## src/rtl/lsu_pkg.sv

```systemverilog
// Shared encodings and helpers for the load/store unit.
package lsu_pkg;

    localparam logic [1:0] SIZE_B = 2'b00;
    localparam logic [1:0] SIZE_H = 2'b01;
    localparam logic [1:0] SIZE_W = 2'b10;

    localparam logic [2:0] IDLE    = 3'd0;
    localparam logic [2:0] ACCESS  = 3'd1;
    localparam logic [2:0] CAPTURE = 3'd2;
    localparam logic [2:0] WRITE   = 3'd3;
    localparam logic [2:0] RESP    = 3'd4;

    // Size 11 has no legal alignment, so it is always rejected.
    function automatic logic is_misaligned(input logic [1:0] size, input logic [1:0] lsb);
        logic bad;
        case (size)
            SIZE_B:  bad = 1'b0;
            SIZE_H:  bad = lsb[0];
            SIZE_W:  bad = (lsb != 2'b00);
            default: bad = 1'b1;
        endcase
        return bad;
    endfunction

endpackage

```

## src/rtl/lsu_lane.sv

```systemverilog
// Byte-lane steering: extracts/extends a load lane and merges store data into a word.
module lsu_lane
    import lsu_pkg::*;
(
    input  logic [31:0] word,
    input  logic [1:0]  addr,
    input  logic [1:0]  size,
    input  logic        is_unsigned,
    input  logic [31:0] wdata,
    output logic [31:0] load_val,
    output logic [31:0] merged
);

    logic [4:0]  sh_b;
    logic [4:0]  sh_h;
    logic [31:0] word_sh;
    logic [7:0]  byte_v;
    logic [15:0] half_v;

    always_comb begin
        sh_b     = {addr, 3'b000};
        sh_h     = {addr[1], 4'b0000};
        word_sh  = word >> sh_b;
        byte_v   = word_sh[7:0];
        half_v   = addr[1] ? word[31:16] : word[15:0];
        load_val = word;
        merged   = wdata;
        case (size)
            SIZE_B: begin
                load_val = {{24{~is_unsigned & byte_v[7]}}, byte_v};
                merged   = (word & ~(32'h0000_00FF << sh_b)) | ({24'h0, wdata[7:0]} << sh_b);
            end
            SIZE_H: begin
                load_val = {{16{~is_unsigned & half_v[15]}}, half_v};
                merged   = (word & ~(32'h0000_FFFF << sh_h)) | ({16'h0, wdata[15:0]} << sh_h);
            end
            default: begin
                load_val = word;
                merged   = wdata;
            end
        endcase
    end

endmodule

```

## src/rtl/load_store_unit.sv

```systemverilog
// Byte/half/word load-store front end for a word-addressed SPRAM without byte enables.
module load_store_unit
    import lsu_pkg::*;
#(
    parameter int MEM_AW = 14
) (
    input  logic        clk,
    input  logic        rst_n,
    input  logic        req_valid,
    output logic        req_ready,
    input  logic        req_we,
    input  logic [1:0]  req_size,
    input  logic        req_unsigned,
    input  logic [31:0] req_addr,
    input  logic [31:0] req_wdata,
    output logic        resp_valid,
    input  logic        resp_ready,
    output logic [31:0] resp_rdata,
    output logic        resp_err,
    output logic [31:0] mem_addr,
    output logic [31:0] mem_write_data,
    output logic        mem_memwrite,
    output logic        mem_memread,
    input  logic [31:0] mem_read_data
);

    logic [2:0]        state_q, state_d;
    logic              we_q, we_d;
    logic [1:0]        size_q, size_d;
    logic              uns_q, uns_d;
    logic [MEM_AW+1:0] addr_q, addr_d;
    logic              err_q, err_d;
    logic [31:0]       rdata_q, rdata_d;
    logic [31:0]       mwdata_q, mwdata_d;

    logic [31:0] lane_load;
    logic [31:0] lane_merged;
    logic        word_store;
    logic        addr_hi_unused;

    // Upper byte-address bits alias onto the same memory words.
    assign addr_hi_unused = ^req_addr[31:MEM_AW+2];

    lsu_lane u_lane (
        .word        (mem_read_data),
        .addr        (addr_q[1:0]),
        .size        (size_q),
        .is_unsigned (uns_q),
        .wdata       (mwdata_q),
        .load_val    (lane_load),
        .merged      (lane_merged)
    );

    assign word_store = we_q && (size_q == SIZE_W);

    always_comb begin
        state_d  = state_q;
        we_d     = we_q;
        size_d   = size_q;
        uns_d    = uns_q;
        addr_d   = addr_q;
        err_d    = err_q;
        rdata_d  = rdata_q;
        mwdata_d = mwdata_q;
        case (state_q)
            IDLE: begin
                if (req_valid) begin
                    we_d     = req_we;
                    size_d   = req_size;
                    uns_d    = req_unsigned;
                    addr_d   = req_addr[MEM_AW+1:0];
                    mwdata_d = req_wdata;
                    rdata_d  = 32'h0;
                    err_d    = is_misaligned(req_size, req_addr[1:0]);
                    state_d  = err_d ? RESP : ACCESS;
                end
            end
            ACCESS:  state_d = word_store ? RESP : CAPTURE;
            CAPTURE: begin
                // mwdata_q is reused to carry the merged word into WRITE.
                if (we_q) begin
                    mwdata_d = lane_merged;
                    state_d  = WRITE;
                end else begin
                    rdata_d  = lane_load;
                    state_d  = RESP;
                end
            end
            WRITE:   state_d = RESP;
            RESP:    if (resp_ready) state_d = IDLE;
            default: state_d = IDLE;
        endcase
    end

    always_ff @(posedge clk or negedge rst_n) begin
        if (!rst_n) begin
            state_q  <= IDLE;
            we_q     <= 1'b0;
            size_q   <= SIZE_B;
            uns_q    <= 1'b0;
            addr_q   <= '0;
            err_q    <= 1'b0;
            rdata_q  <= 32'h0;
            mwdata_q <= 32'h0;
        end else begin
            state_q  <= state_d;
            we_q     <= we_d;
            size_q   <= size_d;
            uns_q    <= uns_d;
            addr_q   <= addr_d;
            err_q    <= err_d;
            rdata_q  <= rdata_d;
            mwdata_q <= mwdata_d;
        end
    end

    assign req_ready      = (state_q == IDLE);
    assign resp_valid     = (state_q == RESP);
    assign resp_err       = resp_valid & err_q;
    assign resp_rdata     = rdata_q;
    assign mem_addr       = {{(32-MEM_AW){1'b0}}, addr_q[MEM_AW+1:2]};
    assign mem_write_data = mwdata_q;
    assign mem_memwrite   = ((state_q == ACCESS) && word_store) || (state_q == WRITE);
    assign mem_memread    = (state_q == ACCESS) && !word_store;

endmodule

```

## config.mk

```make
export PLATFORM = sky130hd
export DESIGN_NAME = load_store_unit
export DESIGN_NICKNAME = d
export VERILOG_FILES = /design/src/rtl/lsu_pkg.sv /design/src/rtl/lsu_lane.sv /design/src/rtl/load_store_unit.sv
export SDC_FILE = /design/constraint.sdc
export NUM_CORES = 1
export LEC_CHECK = 0
export CAP_MARGIN = 40
export CORE_ASPECT_RATIO = 0.75
export CORE_MARGIN = 5
export CORE_UTILIZATION = 35
export DETAILED_ROUTE_END_ITERATION = 10
export PLACE_DENSITY = 0.68
export SETUP_SLACK_MARGIN = 0.15
export SLEW_MARGIN = 20
export SYNTH_ARGS = -nofsm -noshare
export SYNTH_HDL_FRONTEND = slang
export SYNTH_SLANG_ARGS = --single-unit
```

## constraint.sdc

```tcl
create_clock -name clk -period 2.95 [get_ports clk]
set_input_delay 0.295 -clock clk [delete_from_list [all_inputs] [get_ports clk]]
set_output_delay 0.295 -clock clk [all_outputs]
set_load 0.03 [all_outputs]
```

==> run_results.csv, run 1 <==
group,metric,value,unit
synth,synth_seq_cells,88,
routing,routed_wirelength,17300,µm
floorplanning,chipHeight,112,µm
power,static-leakage-power,2.99,nW
power,p_per_area,1180,nW/µm²
grt,grtUsageTotal,20.5,%
critical_path,crit_arrival,2310,ps
final_layout,stdcell_count,838,
grt,busiest_layer,"met2",
final_layout,num-fill-cells,1275,
grt,gr-usage-met1,29.5,%
synth,synthDistinctLibCells,45,
routing,wl_per_cell,20.6,µm
synth,synth_area_per_cell,9.50,µm²
clock_tree,cts_inserted_buffers,9,
routing,drc,0,
placement,place_hpwl,13400,µm
critical_path,critPathMaxFanout,12,
clock_tree,clock-root-buffer,"clkbuf_16",
sta,rsz0062_at_grt,"no",
final_layout,seq_area,2200,µm²
routing,vias,4591,
final_layout,final_common_cell,"clkdlybuf4s50_1",
synth,ys_seq_area_share,45.5,%
sta,fin_crit,2610,ps
final_layout,nNetsFinal,762,
critical_path,slowest_delay,680,ps
routing,drt_iter0_markers,396,
clock_tree,cts.sinks,88,
sta,setup_slack,343,ps
floorplanning,placementRows,37,
synth,async_reset_ff_share,100,%
synth,ys_warn_count,0,
critical_path,startpoint_type,"register",
final_layout,syn_to_final_growth,41.5,%
synth,synthFlopType,"dfrtp_1",
sta,drv_slew,0,
routing,vias_per_cell,5.48,
final_layout,antennaDiodeCount,0,
critical_path,worstPathCellList,"inv_1 > a31o_2 > and3b_1 > clkdlybuf4s50_1",
clock_tree,clk_pin_slew_worst_paths,70,ps
sta,min_period_over_period,88.4,%
floorplanning,fp.coreArea,13600,µm²
floorplanning,dieArea,16300,µm²
clock_tree,cts_buffer_depth,2,
final_layout,multi_input_area,2260,µm²
sta,tns,0,ps
sta,max_freq,384,MHz
synth,syn_area,4840,µm²
final_layout,layout-drive-gt1-share,6.64,%
grt,use_met3,6.39,%
routing,ant_nets,0,
final_layout,layout_common_cells,"clkdlybuf4s50_1 (168), nand2_1 (112), dfrtp_1 (88)",
critical_path,critical_path_class,"register to output pin",
routing,drtPass1Iterations,7,
flow_run,cap_violations,0,
final_layout,final_util,50.3,%
placement,place_inst,820,
grt,grt-ovfl-total,0,
floorplanning,start_util,35.5,%
floorplanning,die_w,146,µm
grt,grt_max_degree,58,
synth,synth_top_area_cell,"dfrtp_1",
clock_tree,post_cts_buffers,0,
hold_path,hp-class,"input port to asynchronous set/reset pin",
placement,io_buffers,170,
synth,synthTopCellsByArea,"dfrtp_1 (46%), nand2_1 (8.7%), buf_4 (5.3%)",
critical_path,endpoint_kind,"output pin",
grt,antenna_found_initial,1,
critical_path,crit_slowest_cell,"clkdlybuf4s50_1",
sta,fin_skew,11.1,ps
grt,grt_pass1_vias,4493,
sta,worstMarginPinSlew,832,ps
sta,hold_viol,0,
sta,setup_viol,0,
status,status,"complete, no violations",
grt,grt_use_met2,30.6,%
synth,synth_edf_count,0,
grt,grt_pass1_wl,26300,µm
synth,syn_inst,509,
critical_path,cp.required,2650,ps
clock_tree,cts-htree-levels,3,
power,vdd_drop_max,0.000557,V
placement,placed_area,6520,µm²
final_layout,stdcell_area,6840,µm²
clock_tree,clk_latency,350,ps
synth,synth_top_area_share,45.5,%
placement,gp_congestion,0.865,
clock_tree,cts_tree,"yes",
floorplanning,ios,205,
placement,dp_slack,591,ps
sta,relSlewSlack,44.1,%
==> path summary, 6_finish.rpt <==
kind | startpoint | endpoint | slack, ps | cells after the start
setup / recovery | size_q[0] | mem_memwrite | 340 | 4
hold / removal | rst_n | resp_rdata[20] | 420 | 2
setup reg to reg | size_q[1] | register | 660 | 5
hold reg to reg | addr_q[15] | addr_q[15] | 470 | 2
max in group asynchronous | rst_n | asynchronous set/reset pin | 1720 | 4
min in group clk | addr_q[15] | addr_q[15] | 470 | 2
==> power by group <==
group / total (mW) / internal, mW / switching, mW
combinational: 4.66 / 1.92 / 2.74
clock: 1.12 / 0.603 / 0.514
sequential: 2.32 / 1.77 / 0.550
==> synthesized netlist by cell type, types with 4 or more instances <==
library cell  count
a21o_1            4
o211ai_1         24
a221oi_1          8
o2bb2ai_1        16
mux2i_1          16
nand3_1          25
dfrtp_1          88
nor3_1            5
nand2b_1         17
a222oi_1          7
clkbuf_1         21
buf_6             5
inv_1             5
nor2_1           12
o21ai_0          13
o31ai_1           9
a21oi_1          16
nand2_1         112
nand3b_1          7
a221o_1          19
a2bb2oi_1         8
buf_4            34
buf_2             7
==> logic make-up (layout without fill, tap and decap cells) <==
kind of cell | count (synthesis) | after routing | synth area share, %
simple gates | 192 | 192 | 18.7
compound gates | 136 | 136 | 22.1
flops | 88 | 88 | 45.5
buf+inv | 73 | 210 | 9.26
mux | 19 | 19 | 4.24
other cells | 1 | 18 | 0.0775
==> metal layers <==
layer	vias to the layer above	wire length, µm
li1	2105	-
met1	2238	7820
met2	228	7550
met3	18	1700
met4	2	157
met5	-	14
==> timing repair <==
action / 4_1_cts / 5_1_grt
endpoints found under the hold margin: 0 / 26
gates resized for setup: 0 / 1
setup endpoints to repair: 0 / 1
hold buffers: 0 / 1
==> critical path: cells and delay by family (launching register included) <==
family / cells / cell delay [ps]
buffers and inverters: 2 / 1040
AO/OA/AOI/OAI: 1 / 250
AND/OR/NAND/NOR: 1 / 200
flip-flops: 1 / 480
==> stage by stage <==
step	hold slack (ps)	power (mW)
global placement	391	6.89
global route	462	8.56
CTS	43.6	8.12
detailed placement	412	6.99
finish	417	8.10
floorplan	-0.591	5.30
==> final cells by class <==
class                           instances  share of cell area, %
Inverter                                6                  0.329
Tap cell                              175                   3.20
Clock inverter                          6                  0.731
Clock buffer                           10                   3.49
Timing Repair Buffer                  188                   27.1
Sequential cell                        88                   32.2
Multi-Input combinational cell        365                   33.0
Power figures use the tool's default switching activity.
==> run 2: changes to the inputs <==
--- a/config.mk
+++ b/config.mk
@@ -5,7 +5,6 @@
 export SDC_FILE = /design/constraint.sdc
 export NUM_CORES = 1
 export LEC_CHECK = 0
-export CAP_MARGIN = 40
 export CORE_ASPECT_RATIO = 0.75
 export CORE_MARGIN = 5
 export CORE_UTILIZATION = 35
==> run_results.csv, run 2 (synthesized netlist as in run 1, its figures left out) <==
group,metric,value,unit
status,status,"complete, no violations",
final_layout,final_common_cell,"clkdlybuf4s50_1",
clock_tree,cts_tree,"yes",
final_layout,layout-drive-gt1-share,6.51,%
grt,grt-ovfl-total,0,
grt,antenna_found_initial,1,
floorplanning,placementRows,37,
critical_path,endpoint_kind,"output pin",
critical_path,startpoint_type,"register",
sta,drv_slew,0,
critical_path,cp-startpoint,"size_q[0]",
clock_tree,cts_inserted_buffers,9,
sta,fin_skew,11.3,ps
power,seq_power_share,28.7,%
floorplanning,fp.coreArea,13600,µm²
sta,tns,0,ps
sta,rsz0062_at_grt,"no",
sta,max_freq,383,MHz
routing,drt_iter0_markers,410,
clock_tree,cts-htree-levels,3,
placement,io_buffers,170,
final_layout,nNetsFinal,760,
sta,fin_crit,2610,ps
placement,place_hpwl,13400,µm
routing,ant_nets,0,
critical_path,crit_slowest_cell,"clkdlybuf4s50_1",
sta,hold_viol,0,
clock_tree,cts.sinks,88,
critical_path,critPathMaxFanout,12,
grt,grtUsageTotal,20.5,%
routing,drtPass1Iterations,6,
critical_path,crit_path_end,"mem_memwrite",
critical_path,cp.required,2650,ps
sta,setup_viol,0,
power,p_comb_share,57.5,%
critical_path,crit_arrival,2310,ps
clock_tree,ctsHoldBuffers,0,
final_layout,layout_common_cells,"clkdlybuf4s50_1 (168), nand2_1 (112), dfrtp_1 (88)",
floorplanning,die_w,146,µm
final_layout,syn_to_final_growth,40.9,%
critical_path,worstPathCellList,"inv_1 > a31o_2 > and3b_1 > clkdlybuf4s50_1",
final_layout,antennaDiodeCount,0,
power,vdd_drop_max,0.000557,V
power,switching_share,47.0,%
clock_tree,clock-root-buffer,"clkbuf_16",
floorplanning,dieArea,16300,µm²
critical_path,r2r_start,"size_q[1]",
critical_path,regToRegSetupSlack,670,ps
sta,timing.hold.ws,21.6,ps
power,p_per_area,1190,nW/µm²
power,pwr-share-clk,13.8,%
routing,wl_per_cell,20.6,µm
grt,grt_pass1_wl,26300,µm
floorplanning,chipHeight,112,µm
critical_path,slowest_delay,680,ps
floorplanning,start_util,35.5,%
routing,vias,4577,
floorplanning,ios,205,
placement,gp_congestion,0.865,
power,p_int,4.29,mW
routing,routed_wirelength,17200,µm
power,static-leakage-power,2.98,nW
final_layout,num-fill-cells,1278,
critical_path,ff2ff_path_depth,5,
grt,grt_max_degree,58,
grt,grt_pass1_vias,4493,
power,design_power_total,8.09,mW
flow_run,cap_violations,0,
clock_tree,clk_latency,350,ps
clock_tree,cts_buffer_depth,2,
routing,vias_per_cell,5.47,
sta,min_period_over_period,88.4,%
critical_path,critical_path_class,"register to output pin",
hold_path,hp-class,"input port to asynchronous set/reset pin",
sta,relSlewSlack,44.7,%
clock_tree,post_cts_buffers,0,
power,p_sw,3.80,mW
clock_tree,clk_pin_slew_worst_paths,70,ps
sta,worstMarginPinSlew,823,ps
final_layout,final_util,50.1,%
routing,drc,0,
==> run 2: cell count changes in the layout (fill, tap and decap cells not counted) <==
cell           before  now
dlygate4sd3_1       1    0
buf_12              1    0
==> run 2: what timing repair did <==
action                     4_1_cts  5_1_grt
setup endpoints to repair        0        1
hold endpoints to repair         0        0
gates resized for setup          0        1
==> run 2: area by class of cell <==
class                      instances  area, µm²  share of cell area [%]
multi-input combinational        365       2260                    33.1
sequential                        88       2200                    32.3
timing repair buffer             186       1820                    26.7
clock buffer                      10        239                    3.51
tap                              175        219                    3.21
clock inverter                     6       50.0                   0.735
inverter                           6       22.5                   0.331
==> run 2: critical path: cells and delay by family, from the launching register on <==
kind | cells | cell delay (ps)
AO/OA/AOI/OAI | 1 | 240
AND/OR/NAND/NOR | 1 | 200
flip-flops | 1 | 490
buffers and inverters | 2 | 1040
==> run 2: power groups by stage <==
stage               logic (mW)  registers, mW  clock network (mW)
detailed placement        4.66           2.33                   0
global route              4.97           2.40                1.19
CTS                       4.67           2.31                1.14
global placement          4.58           2.31                   0
finish                    4.65           2.32                1.12
floorplan                 2.37           2.92                   0
==> run 2: worst min-delay path by stage <==
stage / slack (ps) / end / from / depth (start not counted)
after floorplan: -0.6 / asynchronous set/reset pin / rst_n / 0
after CTS: 40 / resp_rdata[21] / rst_n / 1
after global routing: 90 / resp_rdata[21] / rst_n / 1
after global placement: 390 / resp_rdata[22] / rst_n / 1
final: 20 / resp_rdata[21] / rst_n / 1
after detailed placement: 410 / resp_rdata[21] / rst_n / 1
==> run 2: routing by layer <==
| layer | global-route usage (%) | part of all wire (%) | routed length [µm] | up-vias |
|---|---|---|---|---|
| met2 | 30.6 | 44 | 7500 | 227 |
| met1 | 29.5 | 45 | 7810 | 2230 |
| met4 | 3.60 | 0.84 | 144 | 2 |
| li1 | - | - | - | 2102 |
| met3 | 6.39 | 10 | 1730 | 16 |
| met5 | 0 | 0.081 | 14 | - |
==> run 2: metrics by stage <==
stage	worst slack [ps]	std cells	instance area (µm²)
6_report	341	836	6810
5_1_grt	245	836	6810
4_1_cts	197	836	6810
3_5_place_dp	591	820	6520
3_3_place_gp	599	820	6520
2_1_floorplan	760	526	4900
==> run 3: changes to the inputs <==
--- a/config.mk
+++ b/config.mk
@@ -9,7 +9,7 @@
 export CORE_MARGIN = 5
 export CORE_UTILIZATION = 35
 export DETAILED_ROUTE_END_ITERATION = 10
-export PLACE_DENSITY = 0.68
+export PLACE_DENSITY = 0.72
 export SETUP_SLACK_MARGIN = 0.15
 export SLEW_MARGIN = 20
 export SYNTH_ARGS = -nofsm -noshare
==> run_results.csv, run 3 (synthesized netlist as in run 1, its figures left out) <==
group,metric,value,unit
critical_path,ff2ff_path_depth,5,
clock_tree,post_cts_buffers,0,
grt,grt_pass1_vias,4554,
routing,vias,4629,
clock_tree,cts-htree-levels,3,
routing,drtPass1Iterations,5,
clock_tree,clk_pin_slew_worst_paths,70,ps
final_layout,layout_common_cells,"clkdlybuf4s50_1 (169), nand2_1 (112), dfrtp_1 (88)",
final_layout,syn_to_final_growth,41.5,%
floorplanning,placementRows,37,
power,p_per_area,1200,nW/µm²
sta,relSlewSlack,40.2,%
placement,place_hpwl,13100,µm
sta,fin_crit,2580,ps
routing,vias_per_cell,5.53,
critical_path,cp.required,2650,ps
routing,wl_per_cell,20.4,µm
grt,antenna_found_initial,1,
critical_path,critical_path_class,"register to output pin",
clock_tree,cts_buffer_depth,2,
floorplanning,start_util,35.5,%
hold_path,hp-class,"input port to register",
clock_tree,clk_latency,350,ps
critical_path,startpoint_type,"register",
sta,max_freq,388,MHz
flow_run,cap_violations,0,
routing,ant_nets,0,
clock_tree,cts_tree,"yes",
floorplanning,die_w,146,µm
floorplanning,chipHeight,112,µm
placement,placed_area,6530,µm²
final_layout,stdcell_area,6840,µm²
grt,grt_max_degree,47,
critical_path,crit_arrival,2280,ps
final_layout,antennaDiodeCount,0,
sta,rsz0062_at_grt,"no",
final_layout,layout-drive-gt1-share,6.34,%
sta,setup_viol,0,
critical_path,critPathMaxFanout,9,
grt,grtUsageTotal,20.4,%
floorplanning,ios,205,
floorplanning,fp.coreArea,13600,µm²
final_layout,nNetsFinal,761,
placement,gp_congestion,0.876,
floorplanning,dieArea,16300,µm²
final_layout,final_common_cell,"clkdlybuf4s50_1",
power,vdd_drop_max,0.000609,V
sta,drv_slew,0,
grt,grt_pass1_wl,26400,µm
placement,io_buffers,170,
grt,grt-ovfl-total,0,
routing,drt_iter0_markers,475,
clock_tree,clock-root-buffer,"clkbuf_16",
status,status,"complete, no violations",
power,static-leakage-power,2.97,nW
clock_tree,cts.sinks,88,
final_layout,final_util,50.3,%
clock_tree,cts_inserted_buffers,9,
sta,min_period_over_period,87.4,%
routing,drc,0,
sta,fin_skew,7.24,ps
sta,tns,0,ps
critical_path,endpoint_kind,"output pin",
hold_path,hold_depth,3,
sta,worstMarginPinSlew,894,ps
sta,hold_viol,0,
routing,routed_wirelength,17000,µm
run 3: timing repair:
item / 4_1_cts / 5_1_grt
endpoints found under the hold margin: 45 / 0
hold buffers: 1 / 0
resized for setup: 0 / 0
run 3: cell type report:
type	count	area, µm²
Inverter	6	22.5
Timing Repair Buffer	187	1840
Clock buffer	10	229
Tap cell	175	219
Sequential cell	88	2200
Clock inverter	6	68.8
Multi-Input combinational cell	365	2260
Fill cell	1274	6770
run 3: per-layer routing:
layer,track usage [%],vias to the layer above,routed length (µm)
li1,-,2099,-
met1,28.2,2242,7400
met2,31.3,248,7650
met3,6.27,38,1600
met4,5.53,2,378
met5,0,-,13
run 3: power by group:
| part | internal (mW) | switching, mW | total (mW) |
|---|---|---|---|
| clock network | 0.661 | 0.503 | 1.16 |
| registers | 1.77 | 0.539 | 2.31 |
| logic | 1.93 | 2.78 | 4.70 |
| total | 4.36 | 3.82 | 8.18 |
run 3: worst paths after layout:
path                              from  slack [ps]             end
setup / recovery             size_q[0]         370     mem_memread
min in group asynchronous        rst_n         500       addr_q[4]
hold / removal             req_addr[3]         470       addr_q[3]
max in group asynchronous        rst_n        1790  resp_rdata[20]
setup reg to reg             size_q[1]         640        register
hold reg to reg             addr_q[12]         480      addr_q[12]
run 3: per-stage QoR:
step | hold WS [ps] | total power, mW | setup slack [ps] | cells
after floorplan | -0.591 | 5.30 | 760 | 526
after global placement | 338 | 6.90 | 733 | 820
after detailed placement | 348 | 7.02 | 682 | 820
after CTS | 464 | 8.20 | 341 | 837
after global routing | 487 | 8.65 | 248 | 837
final | 475 | 8.18 | 370 | 837
run 3: worst max-delay path: stages, from the launching register on:
cell and delay (ps):
dfrtp_1 550, inv_1 110, a31o_2 270, nor3b_1 280
clkdlybuf4s50_1 730
